==> src/rtl/axi_lite_spi_ctrl_pkg.sv <==
`default_nettype none
// axi_lite_spi_ctrl_pkg: register map, field positions, response codes and launch-FSM states.
package axi_lite_spi_ctrl_pkg;

  localparam logic [31:0] OFF_CTRL   = 32'h00;
  localparam logic [31:0] OFF_TIMING = 32'h04;
  localparam logic [31:0] OFF_TXDATA = 32'h08;
  localparam logic [31:0] OFF_RXDATA = 32'h0C;
  localparam logic [31:0] OFF_STATUS = 32'h10;

  localparam int CTRL_MODE_LSB  = 0;
  localparam int CTRL_SPEED_LSB = 2;
  localparam int CTRL_WLEN_LSB  = 4;
  localparam int CTRL_START_BIT = 8;
  localparam int CTRL_IE_BIT    = 9;

  localparam int STAT_BUSY_BIT = 0;
  localparam int STAT_DONE_BIT = 1;
  localparam int STAT_ERR_BIT  = 2;

  // Storable bits only; START is a strobe and never held.
  localparam logic [31:0] CTRL_RW_MASK   = 32'h0000_023F;
  localparam logic [31:0] TIMING_RW_MASK = 32'h00FF_FFFF;

  localparam logic [1:0] RESP_OKAY   = 2'b00;
  localparam logic [1:0] RESP_SLVERR = 2'b10;

  typedef enum logic [1:0] {
    ST_IDLE   = 2'd0,
    ST_ARM    = 2'd1,
    ST_GAP    = 2'd2,
    ST_ACTIVE = 2'd3
  } launch_state_e;

  typedef enum logic [2:0] {
    SEL_CTRL   = 3'd0,
    SEL_TIMING = 3'd1,
    SEL_TXDATA = 3'd2,
    SEL_RXDATA = 3'd3,
    SEL_STATUS = 3'd4,
    SEL_NONE   = 3'd5
  } reg_sel_e;

  // Exact match, so misaligned addresses decode as unmapped.
  function automatic reg_sel_e decode_addr(input logic [31:0] addr);
    case (addr)
      OFF_CTRL:   return SEL_CTRL;
      OFF_TIMING: return SEL_TIMING;
      OFF_TXDATA: return SEL_TXDATA;
      OFF_RXDATA: return SEL_RXDATA;
      OFF_STATUS: return SEL_STATUS;
      default:    return SEL_NONE;
    endcase
  endfunction

  function automatic logic [31:0] merge_strb(input logic [31:0] old_v,
                                             input logic [31:0] new_v,
                                             input logic [3:0]  strb);
    logic [31:0] res;
    res = old_v;
    for (int b = 0; b < 4; b++) begin
      if (strb[b]) res[8*b +: 8] = new_v[8*b +: 8];
    end
    return res;
  endfunction

endpackage
`default_nettype wire

==> src/rtl/axi_lite_spi_ctrl_launch_fsm.sv <==
`default_nettype none
// spi_launch_fsm: pulses start until the SPI master goes busy, then captures RX on completion.
module spi_launch_fsm
  import axi_lite_spi_ctrl_pkg::*;
(
  input  logic        clk,
  input  logic        rst,
  input  logic        i_launch,
  input  logic        i_busy,
  input  logic [31:0] i_miso_data,
  output logic        o_start,
  output logic        o_busy,
  output logic        o_done_set,
  output logic [31:0] o_rx_data
);

  launch_state_e r_state;
  launch_state_e w_state_nxt;
  logic [31:0]   r_rx_data;

  always_ff @(posedge clk) begin
    if (rst) begin
      r_state   <= ST_IDLE;
      r_rx_data <= '0;
    end else begin
      r_state <= w_state_nxt;
      if (o_done_set) r_rx_data <= i_miso_data;
    end
  end

  // GAP falls back to ARM so the master sees a fresh rising edge each retry.
  always_comb begin
    w_state_nxt = r_state;
    o_start     = 1'b0;
    o_done_set  = 1'b0;
    case (r_state)
      ST_IDLE:   if (i_launch) w_state_nxt = ST_ARM;
      ST_ARM: begin
        o_start     = 1'b1;
        w_state_nxt = ST_GAP;
      end
      ST_GAP:    w_state_nxt = i_busy ? ST_ACTIVE : ST_ARM;
      ST_ACTIVE: begin
        if (!i_busy) begin
          o_done_set  = 1'b1;
          w_state_nxt = ST_IDLE;
        end
      end
      default:   w_state_nxt = ST_IDLE;
    endcase
  end

  assign o_busy    = (r_state != ST_IDLE);
  assign o_rx_data = r_rx_data;

endmodule
`default_nettype wire

==> src/rtl/axi_lite_spi_ctrl.sv <==
`default_nettype none
// axi_lite_spi_ctrl: AXI4-Lite register bank driving the SPI master's config, data and start.
module axi_lite_spi_ctrl
  import axi_lite_spi_ctrl_pkg::*;
#(
  parameter int         ADDR_W     = 5,
  parameter logic [7:0] IFG_RST    = 8'd4,
  parameter logic [7:0] CS_SCK_RST = 8'd2,
  parameter logic [7:0] SCK_CS_RST = 8'd2
) (
  input  logic              GCLK,
  input  logic              RST,
  input  logic [ADDR_W-1:0] s_axi_awaddr,
  input  logic              s_axi_awvalid,
  output logic              s_axi_awready,
  input  logic [31:0]       s_axi_wdata,
  input  logic [3:0]        s_axi_wstrb,
  input  logic              s_axi_wvalid,
  output logic              s_axi_wready,
  output logic [1:0]        s_axi_bresp,
  output logic              s_axi_bvalid,
  input  logic              s_axi_bready,
  input  logic [ADDR_W-1:0] s_axi_araddr,
  input  logic              s_axi_arvalid,
  output logic              s_axi_arready,
  output logic [31:0]       s_axi_rdata,
  output logic [1:0]        s_axi_rresp,
  output logic              s_axi_rvalid,
  input  logic              s_axi_rready,
  output logic              start_o,
  input  logic              busy_i,
  output logic [1:0]        spi_mode_o,
  output logic [1:0]        sck_speed_o,
  output logic [1:0]        word_len_o,
  output logic [7:0]        t_IFG_o,
  output logic [7:0]        t_CS_SCK_o,
  output logic [7:0]        t_SCK_CS_o,
  output logic [31:0]       mosi_data_o,
  input  logic [31:0]       miso_data_i,
  output logic              irq_o
);

  localparam logic [31:0] c_TIMING_RST = {8'h00, SCK_CS_RST, CS_SCK_RST, IFG_RST};

  logic              r_aw_full, r_w_full, r_bvalid, r_rvalid;
  logic [ADDR_W-1:0] r_awaddr;
  logic [31:0]       r_wdata, r_rdata;
  logic [3:0]        r_wstrb;
  logic [1:0]        r_bresp, r_rresp;
  logic [31:0]       r_ctrl, r_timing, r_txdata;
  logic              r_done, r_start_err;

  logic        w_fsm_busy, w_done_set, w_launch, w_wr_exec, w_wr_blocked;
  logic        w_start_req, w_st_wr, w_awready, w_wready, w_arready;
  logic [31:0] w_rx_data, w_ctrl_new, w_wmask, w_status, w_rd_val;
  reg_sel_e    w_wsel, w_rsel;

  assign w_awready = ~RST & ~r_aw_full & ~r_bvalid;
  assign w_wready  = ~RST & ~r_w_full & ~r_bvalid;
  assign w_arready = ~RST & ~r_rvalid;

  assign w_wsel       = decode_addr(32'(r_awaddr));
  assign w_rsel       = decode_addr(32'(s_axi_araddr));
  assign w_wr_exec    = r_aw_full & r_w_full & ~r_bvalid;
  assign w_ctrl_new   = merge_strb(r_ctrl, r_wdata, r_wstrb);
  assign w_wmask      = merge_strb('0, r_wdata, r_wstrb);
  // The master samples config live, so config writes are refused mid-transfer.
  assign w_wr_blocked = w_fsm_busy & (w_wsel inside {SEL_CTRL, SEL_TIMING, SEL_TXDATA});
  assign w_start_req  = (w_wsel == SEL_CTRL) & w_ctrl_new[CTRL_START_BIT];
  assign w_launch     = w_wr_exec & w_start_req & ~w_fsm_busy;
  assign w_st_wr      = w_wr_exec & (w_wsel == SEL_STATUS);

  always_ff @(posedge GCLK) begin
    if (RST) begin
      r_aw_full <= 1'b0;
      r_w_full  <= 1'b0;
      r_awaddr  <= '0;
      r_wdata   <= '0;
      r_wstrb   <= '0;
      r_bvalid  <= 1'b0;
      r_bresp   <= RESP_OKAY;
      r_ctrl    <= '0;
      r_timing  <= c_TIMING_RST;
      r_txdata  <= '0;
    end else begin
      if (s_axi_awvalid && w_awready) begin
        r_aw_full <= 1'b1;
        r_awaddr  <= s_axi_awaddr;
      end
      if (s_axi_wvalid && w_wready) begin
        r_w_full <= 1'b1;
        r_wdata  <= s_axi_wdata;
        r_wstrb  <= s_axi_wstrb;
      end
      if (w_wr_exec) begin
        r_bvalid <= 1'b1;
        r_bresp  <= (w_wsel == SEL_NONE || w_wr_blocked) ? RESP_SLVERR : RESP_OKAY;
        if (!w_wr_blocked) begin
          case (w_wsel)
            SEL_CTRL:   r_ctrl   <= w_ctrl_new & CTRL_RW_MASK;
            SEL_TIMING: r_timing <= merge_strb(r_timing, r_wdata, r_wstrb) & TIMING_RW_MASK;
            SEL_TXDATA: r_txdata <= merge_strb(r_txdata, r_wdata, r_wstrb);
            default: ;
          endcase
        end
      end else if (r_bvalid && s_axi_bready) begin
        r_bvalid  <= 1'b0;
        r_aw_full <= 1'b0;
        r_w_full  <= 1'b0;
      end
    end
  end

  // Hardware set takes priority over a coincident W1C clear.
  always_ff @(posedge GCLK) begin
    if (RST) begin
      r_done      <= 1'b0;
      r_start_err <= 1'b0;
    end else begin
      if (w_done_set)
        r_done <= 1'b1;
      else if (w_launch || (w_st_wr && w_wmask[STAT_DONE_BIT]))
        r_done <= 1'b0;
      if (w_wr_exec && w_start_req && w_fsm_busy)
        r_start_err <= 1'b1;
      else if (w_st_wr && w_wmask[STAT_ERR_BIT])
        r_start_err <= 1'b0;
    end
  end

  always_comb begin
    w_status                = '0;
    w_status[STAT_BUSY_BIT] = w_fsm_busy;
    w_status[STAT_DONE_BIT] = r_done;
    w_status[STAT_ERR_BIT]  = r_start_err;
  end

  always_comb begin
    w_rd_val = '0;
    case (w_rsel)
      SEL_CTRL:   w_rd_val = r_ctrl;
      SEL_TIMING: w_rd_val = r_timing;
      SEL_TXDATA: w_rd_val = r_txdata;
      SEL_RXDATA: w_rd_val = w_rx_data;
      SEL_STATUS: w_rd_val = w_status;
      default:    w_rd_val = '0;
    endcase
  end

  always_ff @(posedge GCLK) begin
    if (RST) begin
      r_rvalid <= 1'b0;
      r_rdata  <= '0;
      r_rresp  <= RESP_OKAY;
    end else if (s_axi_arvalid && w_arready) begin
      r_rvalid <= 1'b1;
      r_rdata  <= w_rd_val;
      r_rresp  <= (w_rsel == SEL_NONE) ? RESP_SLVERR : RESP_OKAY;
    end else if (r_rvalid && s_axi_rready) begin
      r_rvalid <= 1'b0;
    end
  end

  spi_launch_fsm u_launch (
    .clk         (GCLK),
    .rst         (RST),
    .i_launch    (w_launch),
    .i_busy      (busy_i),
    .i_miso_data (miso_data_i),
    .o_start     (start_o),
    .o_busy      (w_fsm_busy),
    .o_done_set  (w_done_set),
    .o_rx_data   (w_rx_data)
  );

  assign s_axi_awready = w_awready;
  assign s_axi_wready  = w_wready;
  assign s_axi_arready = w_arready;
  assign s_axi_bvalid  = r_bvalid;
  assign s_axi_bresp   = r_bresp;
  assign s_axi_rvalid  = r_rvalid;
  assign s_axi_rdata   = r_rdata;
  assign s_axi_rresp   = r_rresp;

  assign spi_mode_o  = r_ctrl[CTRL_MODE_LSB +: 2];
  assign sck_speed_o = r_ctrl[CTRL_SPEED_LSB +: 2];
  assign word_len_o  = r_ctrl[CTRL_WLEN_LSB +: 2];
  assign t_IFG_o     = r_timing[7:0];
  assign t_CS_SCK_o  = r_timing[15:8];
  assign t_SCK_CS_o  = r_timing[23:16];
  assign mosi_data_o = r_txdata;
  assign irq_o       = r_done & r_ctrl[CTRL_IE_BIT];

endmodule
`default_nettype wire

==> config.mk <==
export PLATFORM = sky130hd
export DESIGN_NAME = axi_lite_spi_ctrl
export DESIGN_NICKNAME = d
export VERILOG_FILES = /design/src/rtl/axi_lite_spi_ctrl_pkg.sv /design/src/rtl/axi_lite_spi_ctrl_launch_fsm.sv /design/src/rtl/axi_lite_spi_ctrl.sv
export SDC_FILE = /design/constraint.sdc
export NUM_CORES = 1
export LEC_CHECK = 0
export ABC_CLOCK_PERIOD_IN_PS = 2000
export BUFFER_PORTS_ARGS = -buffer_cell sky130_fd_sc_hd__buf_4
export CAP_MARGIN = 15
export CORE_MARGIN = 5
export CORE_UTILIZATION = 52
export CTS_CLUSTER_DIAMETER = 200
export DETAILED_ROUTE_END_ITERATION = 10
export PLACE_DENSITY = 0.79
export SETUP_SLACK_MARGIN = 0.05
export SLEW_MARGIN = 20
export SYNTH_ARGS = -nofsm -noshare
export SYNTH_HDL_FRONTEND = slang
export SYNTH_SLANG_ARGS = --single-unit
==> constraint.sdc <==
create_clock -name GCLK -period 2 [get_ports GCLK]
set_clock_uncertainty 0.05 [all_clocks]
set_input_delay 0.3 -clock GCLK [delete_from_list [all_inputs] [get_ports GCLK]]
set_output_delay 0.3 -clock GCLK [all_outputs]
set_load 0.03 [all_outputs]
==> results of run 1 <==
==> worst max-delay path by stage <==
stage,cells after the start,from,to
4_1_cts,5,r_aw_full,r_ctrl[3]
3_5_place_dp,5,r_aw_full,r_ctrl[4]
2_1_floorplan,5,s_axi_bvalid,r_awaddr[3]
5_1_grt,6,r_aw_full,mosi_data_o[2]
3_3_place_gp,5,r_aw_full,r_ctrl[5]
6_report,6,r_aw_full,mosi_data_o[2]
==> stage by stage <==
step	std cells	hold WS, ns	area [um2]	setup WS (ns)
after floorplan	777	0.350	6990	0.146
after global placement	1108	0.386	8570	0.250
after detailed placement	1108	0.394	8570	0.187
after CTS	1140	0.0454	9200	0.158
after global routing	1140	0.0593	9200	0.0762
final	1140	0.0600	9200	0.193
==> area by class of cell <==
| cell class | count | area [um2] | area share [%] |
|---|---|---|---|
| Timing Repair Buffer | 214 | 1620 | 17.6 |
| Clock inverter | 10 | 158 | 1.71 |
| Clock buffer | 21 | 460 | 5.00 |
| Inverter | 1 | 3.75 | 0.0408 |
| Multi-Input combinational cell | 540 | 3170 | 34.5 |
| Sequential cell | 178 | 3560 | 38.7 |
| Tap cell | 176 | 220 | 2.39 |
==> sequential cells by signal, indices dropped and copies added (netlist names), 2 cells and up <==
name / count
mosi_data_o: 32
r_awaddr: 5
r_ctrl: 7
r_timing: 24
r_wdata: 32
r_wstrb: 4
s_axi_rdata: 32
u_launch.o_rx_data: 32
u_launch.r_state: 2
==> layout by cell type, fill, tap and decap left out, types with 2 or more instances in the layout <==
cell	count
buf_4	212
dfxtp_1	178
nand2_1	172
nor2_1	77
mux2i_1	74
a21oi_1	74
a22oi_1	28
o21ai_0	27
mux2_2	20
clkbuf_16	17
nor2b_1	6
nand4_2	6
and2_1	5
a2bb2oi_1	4
a221o_1	4
nand2b_1	4
bufinv_16	4
nand3_1	3
nand4_1	3
clkinvlp_4	3
clkinv_2	3
nor3_2	2
nor3b_1	2
o221ai_1	2
nand3b_1	2
o211ai_1	2
or3_1	2
o21bai_1	2
o31ai_1	2
a211oi_1	2
conb_1	2
clkbuf_8	2
clkbuf_1	2
==> report_power, final <==
group          internal [mW]  leakage [nW]  total, mW  switching, mW
logic                  0.213          2.32      0.484          0.271
registers               3.59          1.44       3.64         0.0479
clock network           2.14         0.295       3.46           1.32
==> critical path, cell delays in order, from the launching register on <==
cell and delay, ns:
dfxtp_1 0.41, nor4bb_2 0.29, buf_4 0.22, and4_1 0.19
buf_4 0.20, mux2i_1 0.25, nor2_1 0.06
==> per-layer routing <==
layer  GRT usage, %  up-vias  share of wire (%)
met3           5.72       30                6.7
met4           8.52        0                1.7
met1           30.9     2912                 43
li1               -     3001                  -
met5              0        -                  0
met2           41.4      215                 49
==> repair_timing <==
action / in CTS / in global routing
endpoints found under the setup margin: 0 / 1
gates resized for setup: 0 / 1
hold endpoints to repair: 1 / 0
hold buffers: 1 / 0
==> cells by family (layout without fill, tap and decap cells) <==
logic type	Yosys count	after routing
buffers and inverters	59	246
muxes	94	94
and+or+nand+nor	294	294
DFF	178	178
other	1	2
AOI/OAI and AO/OA	150	150
==> summary.md, run 1 <==
| Metric | Value |
|---|---|
| Synth area leaders | `dfxtp_1, mux2i_1, nand2_1` |
| Gr ovfl total | `0` |
| Crit Path Class | `register to register` |
| DRT antenna net count | `0` |
| CTS clk-pin slew, worst paths | `0.06 ns` |
| Synth warn | `0` |
| Row count | `42` |
| Largest net degree at the start of global routing | `55` |
| CTS Buffer Depth | `2` |
| Synth Area in Adders | `0%` |
| Min Tclk post-route | `1.81 ns` |
| Layout cell share with drive strength beyond 1 | `28.6%` |
| Initial Util | `52.9%` |
| Setup TNS Final | `0 ns` |
| Final core occ | `69.7%` |
| Total chip power | `7.59 mW` |
| H-tree depth | `4` |
| Initial antenna violation count | `0` |
| Total GRT Usage | `24.5%` |
| Most frequent cell after synthesis | `dfxtp_1` |
| Max FO, Critical Path | `10` |
| Worst flop-to-flop path startpoint | `r_aw_full` |
| Post-synth EDFFs | `0` |
| Cells after Synth | `776` |
| RSZ-0062 raised after global routing | `false` |
| Port bufs | `188` |
| Clk_lat worst skew | `0.42 ns` |
| Hold Path End | `r_awaddr[2]` |
| DRC | `0` |
| Synthesized area | `0.00698 mm2` |
| Width of the die | `126 um` |
| Hold Startpoint | `s_axi_awaddr[2]` |
| HPWL after DPL | `13.6 mm` |
| Number of nets in the layout | `1038` |
| Average cell area after synthesis | `8.99 um2` |
| Chip height | `126 um` |
| Root Driver | `clkbuf_16` |
| DRT Pass-1 Iters | `5` |
| Detailed Route WL | `19.8 mm` |
| Yosys reg bits | `178` |
| Final Hold Vio Count | `0` |
| Vias | `6158` |
| Leakage | `4.06 nW` |
| Distinct cells, synth | `40` |
| CP arrival | `2.05 ns` |
| Hold path depth | `3` |
| Core ar. | `0.0132 mm2` |
| Worst rel slew slack | `42.0%` |
| Post-synth top cells | `dfxtp_1, nand2_1, nor2_1, a21oi_1, mux2i_1` |
| Hold Path Class | `input port to register` |
| Period Utilization, post-route | `90.3%` |
| Power Density | `825 mW/mm2` |
| CTS Sinks | `178` |
| Async SR Flop Fraction | `0%` |
| First-pass GRT wire length | `31.2 mm` |
| Postcts setup bufs | `0` |
| Avg Vias per Cell | `5.40` |
| Max Fclk | `0.554 GHz` |
| MaxCap Viol Count | `0` |
| Commonest register cell after synthesis | `dfxtp_1` |
| Max rail drop VDD | `0.554 mV` |
| Crit path launch type | `register` |
| Gpl congestion | `0.850` |
| Yosys top cell area share | `51.1%` |
| Reg-to-reg slack, setup | `0.19 ns` |
| XOR/XNOR share of the synthesized area | `0%` |
| Antenna Cells | `0` |
| Leading area contributor after synthesis | `dfxtp_1` |
| Vias in the first global route | `5969` |
| Initial DRC count | `570` |
| I/O pin count | `191` |
| Max Slew Vio Count | `0` |
| Die footprint | `0.0158 mm2` |
| Post-synthesis simple-gate area fraction | `18.3%` |
| CTS tree | `yes` |
| Worst Tran Pin Value | `0.868 ns` |
| Main combinational cell family by area after synthesis | `simple AND/OR/NAND/NOR gates` |
| Worst path required time | `2.25 ns` |
| Wire per inst | `17.4 um` |
| Worst R2R End | `mosi_data_o[2]` |
| Total CTS buffers | `17` |
| Status | `complete, no violations` |
| Post-synthesis compound-gate area fraction | `12.8%` |
| Reg2Reg Depth | `6` |
| Sequential fraction of the synthesis area | `51.1%` |
| Area grow syn2layout | `31.9%` |
| Filler cell count | `1100` |
| Final setup vio count | `0` |
| Mux cell area share after synthesis | `13.8%` |
| Crit. End Element | `register` |
Power figures use the tool's default switching activity.
==> inputs of run 2 (changes only) <==
--- a/config.mk
+++ b/config.mk
@@ -12,6 +12,7 @@
 export CORE_UTILIZATION = 52
 export CTS_CLUSTER_DIAMETER = 200
 export DETAILED_ROUTE_END_ITERATION = 10
+export HOLD_SLACK_MARGIN = 0.15
 export PLACE_DENSITY = 0.79
 export SETUP_SLACK_MARGIN = 0.05
 export SLEW_MARGIN = 20
==> run 2 against run 1 <==
Effect of this change:
- non-clock buffer count rose by 83
- maximum frequency is 3.4% lower
- via count rose by 8.0%
- critical endpoint is now u_launch.o_rx_data[31]
- worst setup slack got worse by 0.064 ns
- sequential share of layout area fell by 3.2 points
- cell count is 7.3% higher
- clock power is essentially flat
- count of clock-buffer cells in the layout unchanged
- hold slack better by 0.16 ns
- power rose by 2.0%
- register-to-register slack got worse by 0.06 ns
==> summary.md, run 2 (synthesis gave the netlist of run 1 again) <==
| Metric | Value |
|---|---|
| Area grow syn2layout | `43.9%` |
| Antenna Cells | `0` |
| CTS tree | `yes` |
| Leakage | `4.41 nW` |
| MaxCap Viol Count | `0` |
| DP Worst Slack | `0.187 ns` |
| Number of nets in the layout | `1121` |
| Total GRT Usage | `27.1%` |
| Power Density | `770 mW/mm2` |
| RSZ-0062 raised after global routing | `false` |
| Max rail drop VDD | `0.562 mV` |
| Filler cell count | `919` |
| Core ar. | `0.0132 mm2` |
| Max FO, Critical Path | `33` |
| Chip height | `126 um` |
| Initial DRC count | `644` |
| CP arrival | `2.19 ns` |
| Root Driver | `clkbuf_16` |
| Cell Chain, Critical Path | `nor2b_2 -> and2_1 -> buf_12 -> nand2_1 -> a21oi_1 -> dlygate4sd3_1` |
| Worst rel slew slack | `41.1%` |
| Setup TNS Final | `0 ns` |
| Crit. End Element | `register` |
| Gr ovfl total | `0` |
| Commonest non-fill, non-tap cell in the layout | `buf_4` |
| Hold Path Class | `input port to register` |
| Final core occ | `76.1%` |
| Vias in the first global route | `6639` |
| DRT Pass-1 Iters | `5` |
| Initial antenna violation count | `0` |
| Vias | `6648` |
| Worst path required time | `2.32 ns` |
| Detailed Route WL | `21.7 mm` |
| Fin worst setup slack | `0.129 ns` |
| Period Utilization, post-route | `93.6%` |
| Gpl congestion | `0.850` |
| Clk_lat worst skew | `0.43 ns` |
| DRC | `0` |
| Slowest stage delay, CP | `0.55 ns` |
| Avg Vias per Cell | `5.44` |
| DRT antenna net count | `0` |
| Wire per inst | `17.7 um` |
| Crit Path Class | `register to register` |
| Row count | `42` |
| Total CTS buffers | `17` |
| Final Hold Vio Count | `0` |
| Most frequent cells in the layout | `buf_4, dfxtp_1, nand2_1` |
| Width of the die | `126 um` |
| Initial Util | `52.9%` |
| Max Fclk | `0.534 GHz` |
| CTS Sinks | `178` |
| Status | `complete, no violations` |
| Area occupied by multi-input gates | `0.00318 mm2` |
| HPWL after DPL | `13.6 mm` |
| Final setup vio count | `0` |
| Max Slew Vio Count | `0` |
| CP max stage cell | `dlygate4sd3_1` |
| Largest net degree at the start of global routing | `55` |
| Storage cell area | `0.00356 mm2` |
| Layout cell share with drive strength beyond 1 | `26.6%` |
| Crit path launch type | `register` |
| Port bufs | `188` |
| Die footprint | `0.0158 mm2` |
| H-tree depth | `4` |
| I/O pin count | `191` |
| First-pass GRT wire length | `34.7 mm` |
| CTS clk-pin slew, worst paths | `0.06 ns` |
| Worst Tran Pin Value | `0.882 ns` |
| Min Tclk post-route | `1.87 ns` |
| CTS Buffer Depth | `2` |
## run 2: changes by cell type in the layout (fill, tap and decap cells not counted)
cell           change
dfxtp_2            +1
buf_6              +1
nor2b_1            -1
nor2b_2            +1
dfxtp_1            -1
dlygate4sd3_1     +83
buf_4              -1
## run 2: worst max-delay path, delay by kind of cell (launching register included)
family	cells	cell delay, ns
and+or+nand+nor	3	0.48
AOI/OAI and AO/OA	1	0.12
DFF	1	0.38
buffers and inverters	2	0.78
## run 2: worst paths after layout
path	slack (ns)	endpoint	cells past startpoint	start
max	0.13	u_launch.o_rx_data[31]	6	u_launch.r_state[0]
min	0.22	s_axi_rresp[1]	3	s_axi_araddr[4]
max reg2reg	0.13	u_launch.o_rx_data[31]	6	u_launch.r_state[0]
min reg2reg	0.40	s_axi_rdata[10]	2	s_axi_rdata[10]
## run 2: metal layers
layer	vias up	GRT usage, %	part of all wire [%]
li1	3177	-	-
met1	3178	32.6	41
met2	248	47.1	50
met3	45	6.10	6.7
met4	0	11.0	2.6
met5	-	0	0
## run 2: layout make-up
class	count	area share, %
inverters	1	0.0374
multi-input cells	540	31.6
flip-flops and latches	178	35.5
clock inverters	10	1.57
clock buffers	21	4.59
repair buffers	297	24.5
well taps	176	2.19
## run 2: timing repair
item / in CTS / in global routing
setup endpoints to repair: 0 / 2
buffers inserted: 0 / 0
hold buffers: 84 / 0
gates resized for setup: 0 / 4
hold endpoints to repair: 80 / 0
## run 2: metrics by stage
stage               hold WS, ns  cell area [um2]  power, mW  std cells
floorplan                 0.350             6990       3.95        777
global placement          0.386             8570       4.19       1108
detailed placement        0.394             8570       4.20       1108
CTS                       0.202            10000       7.75       1223
global route              0.224            10000       7.97       1223
finish                    0.222            10000       7.73       1223
## run 2: power by group
part           internal (mW)  leakage [nW]  total, mW  switching [mW]
logic                  0.317          2.68      0.623           0.306
registers               3.59          1.44       3.64          0.0495
clock network           2.14         0.295       3.47            1.33
total                   6.05          4.41       7.73            1.68
